**config.mk**
```make
export PLATFORM = sky130hd
export DESIGN_NAME = panda_divider_flat
export DESIGN_NICKNAME = d
export VERILOG_FILES = /design/src/rtl/panda_pkg.sv /design/src/rtl/panda_divider_if.sv /design/src/rtl/panda_comparator_sub.sv /design/src/rtl/panda_divider.sv /design/src/flat_wrapper.sv
export SDC_FILE = /design/constraint.sdc
export NUM_CORES = 1
export LEC_CHECK = 0
export CELL_PAD_IN_SITES_DETAIL_PLACEMENT = 1
export CELL_PAD_IN_SITES_GLOBAL_PLACEMENT = 1
export CORE_AREA = 8 8 169 171
export DETAILED_ROUTE_END_ITERATION = 8
export DIE_AREA = 0 0 177 179
export GPL_TIMING_DRIVEN = 0
export PLACE_DENSITY = 0.8
export SYNTH_ARGS = -nofsm -noshare
export SYNTH_HDL_FRONTEND = slang
export SYNTH_SLANG_ARGS = --single-unit
```
**constraint.sdc**
```tcl
create_clock -name clk_i -period 3.6 [get_ports clk_i]
set_input_delay 0.72 -clock clk_i [delete_from_list [all_inputs] [get_ports clk_i]]
set_output_delay 0.72 -clock clk_i [all_outputs]
set_load 0.03 [all_outputs]
```
**src/rtl/panda_pkg.sv**
```systemverilog
// Shared types for the panda execute-stage units.
package panda_pkg;

    typedef enum logic [1:0] {
        DIV  = 2'b00,
        DIVU = 2'b01,
        REM  = 2'b10,
        REMU = 2'b11
    } div_op_e;

    typedef enum logic [1:0] {
        IDLE  = 2'b00,
        ITER  = 2'b01,
        FIXUP = 2'b10,
        DONE  = 2'b11
    } div_state_e;

endpackage

```
**src/rtl/panda_divider_if.sv**
```systemverilog
// Request/response handshake between the execute stage and the divider.
interface panda_divider_if
    import panda_pkg::*;
#(
    parameter int unsigned Width = 32
);
    logic             valid_i;
    logic             ready_o;
    div_op_e          op_i;
    logic [Width-1:0] operand_a_i;
    logic [Width-1:0] operand_b_i;
    logic             kill_i;
    logic             valid_o;
    logic             ready_i;
    logic [Width-1:0] result_o;

    modport master (
        output valid_i, op_i, operand_a_i, operand_b_i, kill_i, ready_i,
        input  ready_o, valid_o, result_o
    );

    modport slave (
        input  valid_i, op_i, operand_a_i, operand_b_i, kill_i, ready_i,
        output ready_o, valid_o, result_o
    );
endinterface

```
**src/rtl/panda_comparator_sub.sv**
```systemverilog
// Magnitude compare derived from a precomputed a-b difference, signed or unsigned.
module panda_comparator_sub #(
    parameter int unsigned Width = 33
) (
    input  logic             sign_i,
    input  logic [Width-1:0] operand_a_i,
    input  logic [Width-1:0] operand_b_i,
    input  logic [Width-1:0] sub_result_i,
    output logic             is_less_o
);
    logic unused_sub_low;

    // Matching MSBs keep the difference in range, so its MSB is the answer.
    always_comb begin
        if (operand_a_i[Width-1] == operand_b_i[Width-1]) begin
            is_less_o = sub_result_i[Width-1];
        end else if (sign_i) begin
            is_less_o = operand_a_i[Width-1];
        end else begin
            is_less_o = operand_b_i[Width-1];
        end
    end

    assign unused_sub_low = ^sub_result_i[Width-2:0];

endmodule

```
**src/rtl/panda_divider.sv**
```systemverilog
// Iterative restoring divider for RV32M DIV/DIVU/REM/REMU.
// One Width+1-bit compare/subtract step per cycle; special cases resolve at accept.
module panda_divider
    import panda_pkg::*;
#(
    parameter int unsigned Width = 32
) (
    input  logic           clk_i,
    input  logic           rst_ni,
    panda_divider_if.slave div_if
);
    localparam int unsigned      CntW    = $clog2(Width);
    localparam logic [CntW-1:0]  CntInit = CntW'(Width - 1);
    localparam logic [Width-1:0] MinNeg  = {1'b1, {(Width-1){1'b0}}};
    localparam logic [Width-1:0] AllOnes = '1;

    div_state_e       state_q, state_d;
    div_op_e          op_q, op_d;
    logic             sign_a_q, sign_a_d;
    logic             sign_b_q, sign_b_d;
    logic [Width-1:0] rem_q, rem_d;
    logic [Width-1:0] quo_q, quo_d;
    logic [Width-1:0] abs_b_q, abs_b_d;
    logic [Width-1:0] result_q, result_d;
    logic [CntW-1:0]  cnt_q, cnt_d;

    logic             req_signed, req_rem, a_neg, b_neg;
    logic             div_zero, overflow;
    logic [Width-1:0] abs_a, abs_b;

    logic [Width:0]   trial, divisor_ext, diff;
    logic             is_less;

    function automatic logic [Width-1:0] negate(input logic [Width-1:0] v);
        return ~v + Width'(1);
    endfunction

    // Request decode, valid only while sampling an incoming request.
    always_comb begin
        req_signed = ~div_if.op_i[0];
        req_rem    = div_if.op_i[1];
        a_neg      = req_signed & div_if.operand_a_i[Width-1];
        b_neg      = req_signed & div_if.operand_b_i[Width-1];
        abs_a      = a_neg ? negate(div_if.operand_a_i) : div_if.operand_a_i;
        abs_b      = b_neg ? negate(div_if.operand_b_i) : div_if.operand_b_i;
        div_zero   = (div_if.operand_b_i == '0);
        overflow   = req_signed && (div_if.operand_a_i == MinNeg) &&
                     (div_if.operand_b_i == AllOnes);
    end

    assign trial       = {rem_q, quo_q[Width-1]};
    assign divisor_ext = {1'b0, abs_b_q};
    assign diff        = trial - divisor_ext;

    panda_comparator_sub #(
        .Width (Width + 1)
    ) u_cmp (
        .sign_i       (1'b0),
        .operand_a_i  (trial),
        .operand_b_i  (divisor_ext),
        .sub_result_i (diff),
        .is_less_o    (is_less)
    );

    always_comb begin
        state_d  = state_q;
        op_d     = op_q;
        sign_a_d = sign_a_q;
        sign_b_d = sign_b_q;
        rem_d    = rem_q;
        quo_d    = quo_q;
        abs_b_d  = abs_b_q;
        result_d = result_q;
        cnt_d    = cnt_q;

        unique case (state_q)
            IDLE: begin
                if (div_if.valid_i && !div_if.kill_i) begin
                    op_d     = div_if.op_i;
                    sign_a_d = a_neg;
                    sign_b_d = b_neg;
                    abs_b_d  = abs_b;
                    rem_d    = '0;
                    quo_d    = abs_a;
                    cnt_d    = CntInit;
                    if (div_zero) begin
                        result_d = req_rem ? div_if.operand_a_i : AllOnes;
                        state_d  = DONE;
                    end else if (overflow) begin
                        result_d = req_rem ? '0 : div_if.operand_a_i;
                        state_d  = DONE;
                    end else begin
                        state_d = ITER;
                    end
                end
            end
            ITER: begin
                // Restore keeps the shifted partial remainder; otherwise take the difference.
                if (is_less) begin
                    rem_d = trial[Width-1:0];
                    quo_d = {quo_q[Width-2:0], 1'b0};
                end else begin
                    rem_d = diff[Width-1:0];
                    quo_d = {quo_q[Width-2:0], 1'b1};
                end
                cnt_d = cnt_q - CntW'(1);
                if (cnt_q == '0) begin
                    state_d = FIXUP;
                end
            end
            FIXUP: begin
                case (op_q)
                    DIV:     result_d = (sign_a_q ^ sign_b_q) ? negate(quo_q) : quo_q;
                    REM:     result_d = sign_a_q ? negate(rem_q) : rem_q;
                    DIVU:    result_d = quo_q;
                    default: result_d = rem_q;
                endcase
                state_d = DONE;
            end
            DONE: begin
                if (div_if.ready_i) begin
                    state_d = IDLE;
                end
            end
            default: state_d = IDLE;
        endcase

        if (div_if.kill_i) begin
            state_d = IDLE;
        end
    end

    always_ff @(posedge clk_i or negedge rst_ni) begin
        if (!rst_ni) begin
            state_q  <= IDLE;
            op_q     <= DIV;
            sign_a_q <= 1'b0;
            sign_b_q <= 1'b0;
            rem_q    <= '0;
            quo_q    <= '0;
            abs_b_q  <= '0;
            result_q <= '0;
            cnt_q    <= '0;
        end else begin
            state_q  <= state_d;
            op_q     <= op_d;
            sign_a_q <= sign_a_d;
            sign_b_q <= sign_b_d;
            rem_q    <= rem_d;
            quo_q    <= quo_d;
            abs_b_q  <= abs_b_d;
            result_q <= result_d;
            cnt_q    <= cnt_d;
        end
    end

    assign div_if.ready_o  = (state_q == IDLE) & ~div_if.kill_i;
    assign div_if.valid_o  = (state_q == DONE);
    assign div_if.result_o = result_q;

endmodule

```
**src/flat_wrapper.sv**
```systemverilog
// flat-port wrapper written by rule: the top's interface ports become plain ports
module panda_divider_flat import panda_pkg::*;
#(
    parameter int unsigned Width = 32
)
  (clk_i, rst_ni, div_if_valid_i, div_if_op_i, div_if_operand_a_i, div_if_operand_b_i, div_if_kill_i, div_if_ready_i, div_if_ready_o, div_if_valid_o, div_if_result_o);
  panda_divider_if #(.Width(Width)) div_if_i ();
  input  logic clk_i;
  input  logic rst_ni;
  input wire logic [$bits(div_if_i.valid_i)-1:0] div_if_valid_i;
  input wire logic [$bits(div_if_i.op_i)-1:0] div_if_op_i;
  input wire logic [$bits(div_if_i.operand_a_i)-1:0] div_if_operand_a_i;
  input wire logic [$bits(div_if_i.operand_b_i)-1:0] div_if_operand_b_i;
  input wire logic [$bits(div_if_i.kill_i)-1:0] div_if_kill_i;
  input wire logic [$bits(div_if_i.ready_i)-1:0] div_if_ready_i;
  output wire logic [$bits(div_if_i.ready_o)-1:0] div_if_ready_o;
  output wire logic [$bits(div_if_i.valid_o)-1:0] div_if_valid_o;
  output wire logic [$bits(div_if_i.result_o)-1:0] div_if_result_o;
  assign div_if_i.valid_i = div_if_valid_i;
  assign div_if_i.op_i = div_if_op_i;
  assign div_if_i.operand_a_i = div_if_operand_a_i;
  assign div_if_i.operand_b_i = div_if_operand_b_i;
  assign div_if_i.kill_i = div_if_kill_i;
  assign div_if_i.ready_i = div_if_ready_i;
  assign div_if_ready_o = div_if_i.ready_o;
  assign div_if_valid_o = div_if_i.valid_o;
  assign div_if_result_o = div_if_i.result_o;
  panda_divider #(.Width(Width)) u_core (.clk_i(clk_i), .rst_ni(rst_ni), .div_if(div_if_i));
endmodule
```
==> out/metrics.cfg <==
[global_route]
initial_antenna_violation_count = 1
gr-total-overflow = 0
groute.layer.met3.usage = 0.0326
grt-busiest-layer = met2
grt_use_met2 = 0.454
first_global_vias = 12100
wire_length_of_the_first_global_routing_pass_um = 68900
largest_net_degree_at_the_start_of_global_routing = 74
overall_routing_resource_usage = 0.276
grt.met1_usage = 0.371

[clock_network]
clk_pin_slew_worst_paths_ns = 0.07
cts_inserted_buffers = 17
clock_net_sink_count = 139
clock_tree.root_cell = sky130_fd_sc_hd__clkbuf_16
cts_tree = done
clk_latency_ns = 0.44
h-tree-depth = 4
cts.path.max_buffers = 2

[setup_path]
kind_of_end_point_of_the_critical_path = flop
crit_chain = clkdlybuf4s50_1 -> or4_1 -> or3_4 -> nor2_4 -> and3_1 -> clkbuf_4 -> buf_6 -> o21ai_0 -> a21oi_1 -> a31oi_1 -> a21oi_1
worst-endpoint-arrival_ns = 3.88
worstReg2RegStart = u_core.quo_q[31]$_DFFE_PN0P_
critical_path.slowest_cell = sky130_fd_sc_hd__or4_1
reg_to_reg_slack_setup_ns = 0.10
worst_path_max_fanout = 10
critPathKind = input pin to flop
timing.critical_path.mode_cell = sky130_fd_sc_hd__a21oi_1
worst_case_reg_to_reg_path_depth = 12
max_stage_delay_ns = 0.56
startpoint_type = input pin
startpoint = div_if_operand_b_i[14]
critical_path.endpoint = u_core.div_if.result_o[30]$_DFFE_PN0P_
timing.critical_path.required_ns = 3.95
reg2reg_to = u_core.rem_q[17]$_DFFE_PN0P_

[timing]
timing_worst_slew_pin_value_ns = 0.928
timing.final.crit_share = 0.980
finalWorstSetupSlack_ns = 0.0727
fin_tns_setup_ns = 0
final_max_slew_viol_count = 0
worst_clock_skew_ns = 0.0124
slew_headroom = 0.375
maxClockFrequency_mhz = 284
finalHoldViolations = 0
timing.final.crit_period_ns = 3.53
rsz0062_at_grt = no
setup-violations-final = 0

[synth]
combinational_family_with_the_most_area_after_synthesis = compound AO/OA/AOI/OAI gates
synth_seq_area_share = 0.311
yosys_warnings = 0
post_synthesis_compound_gate_area_fraction = 0.259
number_of_synthesized_register_bits = 139
syn_avg_cell_area_um2 = 7.84
async_reset_ff_frac = 1.00
synth_mux_area_frac = 0.0200
synth_flop_cell = sky130_fd_sc_hd__dfrtp_1
netlist_area_um2 = 11200
yosys.area_share.xor_xnor = 0.100
post_synth_inst_count = 1427
post_synth_cell_types = 82
synth_adder_area_share = 0.0668
post_synth_edffs = 0
simple_gate_share_of_the_synthesized_area = 0.188
synth_nets = 1542

[layout]
final_layout_size_suffix_gt1_frac = 0.0625
finish.utilization = 0.521
area.growth.synth_to_final_pct = 19.9
fin_nets = 1670
antenna-diode-count = 0

[die]
vertical_die_dimension_um = 179
floorplan.io_pins = 105
num_rows = 59
floorplan.initialDensity = 0.434
dieWidth_um = 177
fp.dieArea_um2 = 31700
floorplan.core_area_um2 = 25800

[run_status]
result_of_the_run = finished, final reports clean

[detailed_routing]
route.detailed.vias_per_inst = 6.15
antenna_left = 0
post_drt_wl_per_cell_um = 23.0
routed_wl_um = 43800
first_iter_violations = 1019
drt_pass1_iterations = 8
drt_drc_violations_left = 0
total_via_count_in_the_routed_design = 11700

[power]
power-per-cell-area_nw_per_um2 = 822
maximum_vdd_drop_mv = 0.407
post-layout-total-power_mw = 11.0
static-leakage-power_nw = 5.47

[place]
routabilityCongestion = 0.932
dp_hpwl_um = 33600
place_ws_ns = -0.504
port-buffer-count = 104

[min_path]
worst_hold_path_type = input pin to asynchronous set/reset pin

[flow_run]
max_cap_viol_count = 0

[cell usage after synthesis, types with 19 or more instances]
library cell | count | share of area
sky130_fd_sc_hd__o21ai_0 | 178 | 0.080
sky130_fd_sc_hd__nand2_1 | 168 | 0.056
sky130_fd_sc_hd__maj3_1 | 19 | 0.017
sky130_fd_sc_hd__clkbuf_1 | 59 | 0.020
sky130_fd_sc_hd__o211ai_1 | 26 | 0.017
sky130_fd_sc_hd__mux2i_1 | 19 | 0.017
sky130_fd_sc_hd__ha_1 | 43 | 0.048
sky130_fd_sc_hd__xor2_1 | 69 | 0.054
sky130_fd_sc_hd__a21oi_1 | 134 | 0.060
sky130_fd_sc_hd__o31ai_1 | 20 | 0.013
sky130_fd_sc_hd__dfrtp_1 | 139 | 0.31
sky130_fd_sc_hd__nor2_1 | 129 | 0.043
sky130_fd_sc_hd__xnor2_1 | 59 | 0.046
sky130_fd_sc_hd__nor3_1 | 20 | 0.0089
sky130_fd_sc_hd__inv_1 | 68 | 0.023
[routing by layer]
layer / routed length, um / vias up / share of wire
li1: - / 5360 / -
met1: 19900 / 5905 / 0.46
met2: 20600 / 366 / 0.47
met3: 2170 / 67 / 0.049
met4: 1080 / 0 / 0.025
met5: 0 / - / 0
[critical path, delay by kind of cell]
kind            cells  cell delay (ns)
buf+inv             3             0.96
compound gates      4             0.80
simple gates        4             1.39
[cell usage in the layout (no fill, tap or decap), drive strengths merged, types with 12 or more instances in the layout]
master / n
nor3: 21
nor2: 132
a21oi: 134
nor4: 15
o21ai: 186
nand3: 15
nand2: 168
inv: 73
buf: 25
o31ai: 20
dfrtp: 139
a31oi: 15
mux2i: 19
xnor2: 59
nand4: 15
or3: 15
o41ai: 14
a21o: 13
maj3: 19
ha: 43
nand2b: 15
clkbuf: 78
o211ai: 27
clkdlybuf4s50: 103
xor2: 69
or4: 12
[kinds of logic (layout without fill, tap and decap cells)]
kind of cell             count (synthesis)  count (layout)
AND/OR/NAND/NOR                        445             445
AO/OA/AOI/OAI                          480             480
buffers and inverters                  150             291
XOR/XNOR                               128             128
adder cells (fa/ha/maj)                 63              63
flip-flops                             139             139
multiplexers                            22              22
[report_power, final]
group          total [mW]  switching (mW)  leakage (nW)  internal, mW
combinational        6.29            3.87          3.43          2.42
sequential           2.88           0.740          1.75          2.14
clock                1.85           0.816         0.285          1.03
[stage by stage]
| step | instance area [um2] | std cells | hold WS (ns) |
|---|---|---|---|
| floorplan | 11200 | 1427 | 0.424 |
| global placement | 12700 | 1866 | 0.467 |
| detailed placement | 12700 | 1867 | 0.473 |
| CTS | 13300 | 1901 | 0.345 |
| global route | 13400 | 1903 | 0.384 |
| finish | 13400 | 1903 | 0.319 |
[state kept, by name, indices dropped and copies added (netlist names)]
register,cells
u_core.abs_b_q,32
u_core.div_if.result_o,32
u_core.quo_q,32
u_core.rem_q,32
u_core.cnt_q,5
u_core.op_q,2
u_core.state_q,2
u_core.sign_a_q,1
u_core.sign_b_q,1
[layout make-up]
type,count,area (um2)
flip-flops and latches,139,3480
fillers,3183,12300
inverters,70,263
well taps,335,419
clock inverters,15,164
clock buffers,17,425
multi-input cells,1138,7210
plain buffers,80,363
repair buffers,109,1100
[worst min path at each step]
stage | to | startpoint | depth (start not counted)
6_report | u_core.rem_q[8]$_DFFE_PN0P_ | rst_ni | 1
5_1_grt | u_core.rem_q[8]$_DFFE_PN0P_ | rst_ni | 1
4_1_cts | u_core.rem_q[8]$_DFFE_PN0P_ | rst_ni | 1
3_5_place_dp | u_core.abs_b_q[26]$_DFFE_PN0P_ | u_core.abs_b_q[26]$_DFFE_PN0P_ | 2
3_3_place_gp | u_core.abs_b_q[14]$_DFFE_PN0P_ | u_core.abs_b_q[14]$_DFFE_PN0P_ | 2
2_1_floorplan | u_core.abs_b_q[0]$_DFFE_PN0P_ | rst_ni | 0
[timing repair]
item,CTS,global route
gates resized for setup,6,20
hold buffers,0,0
pin swaps,2,2
endpoints found under the setup margin,34,60
buffers inserted,2,2
Note: power is estimated with default switching activity, not from simulation.
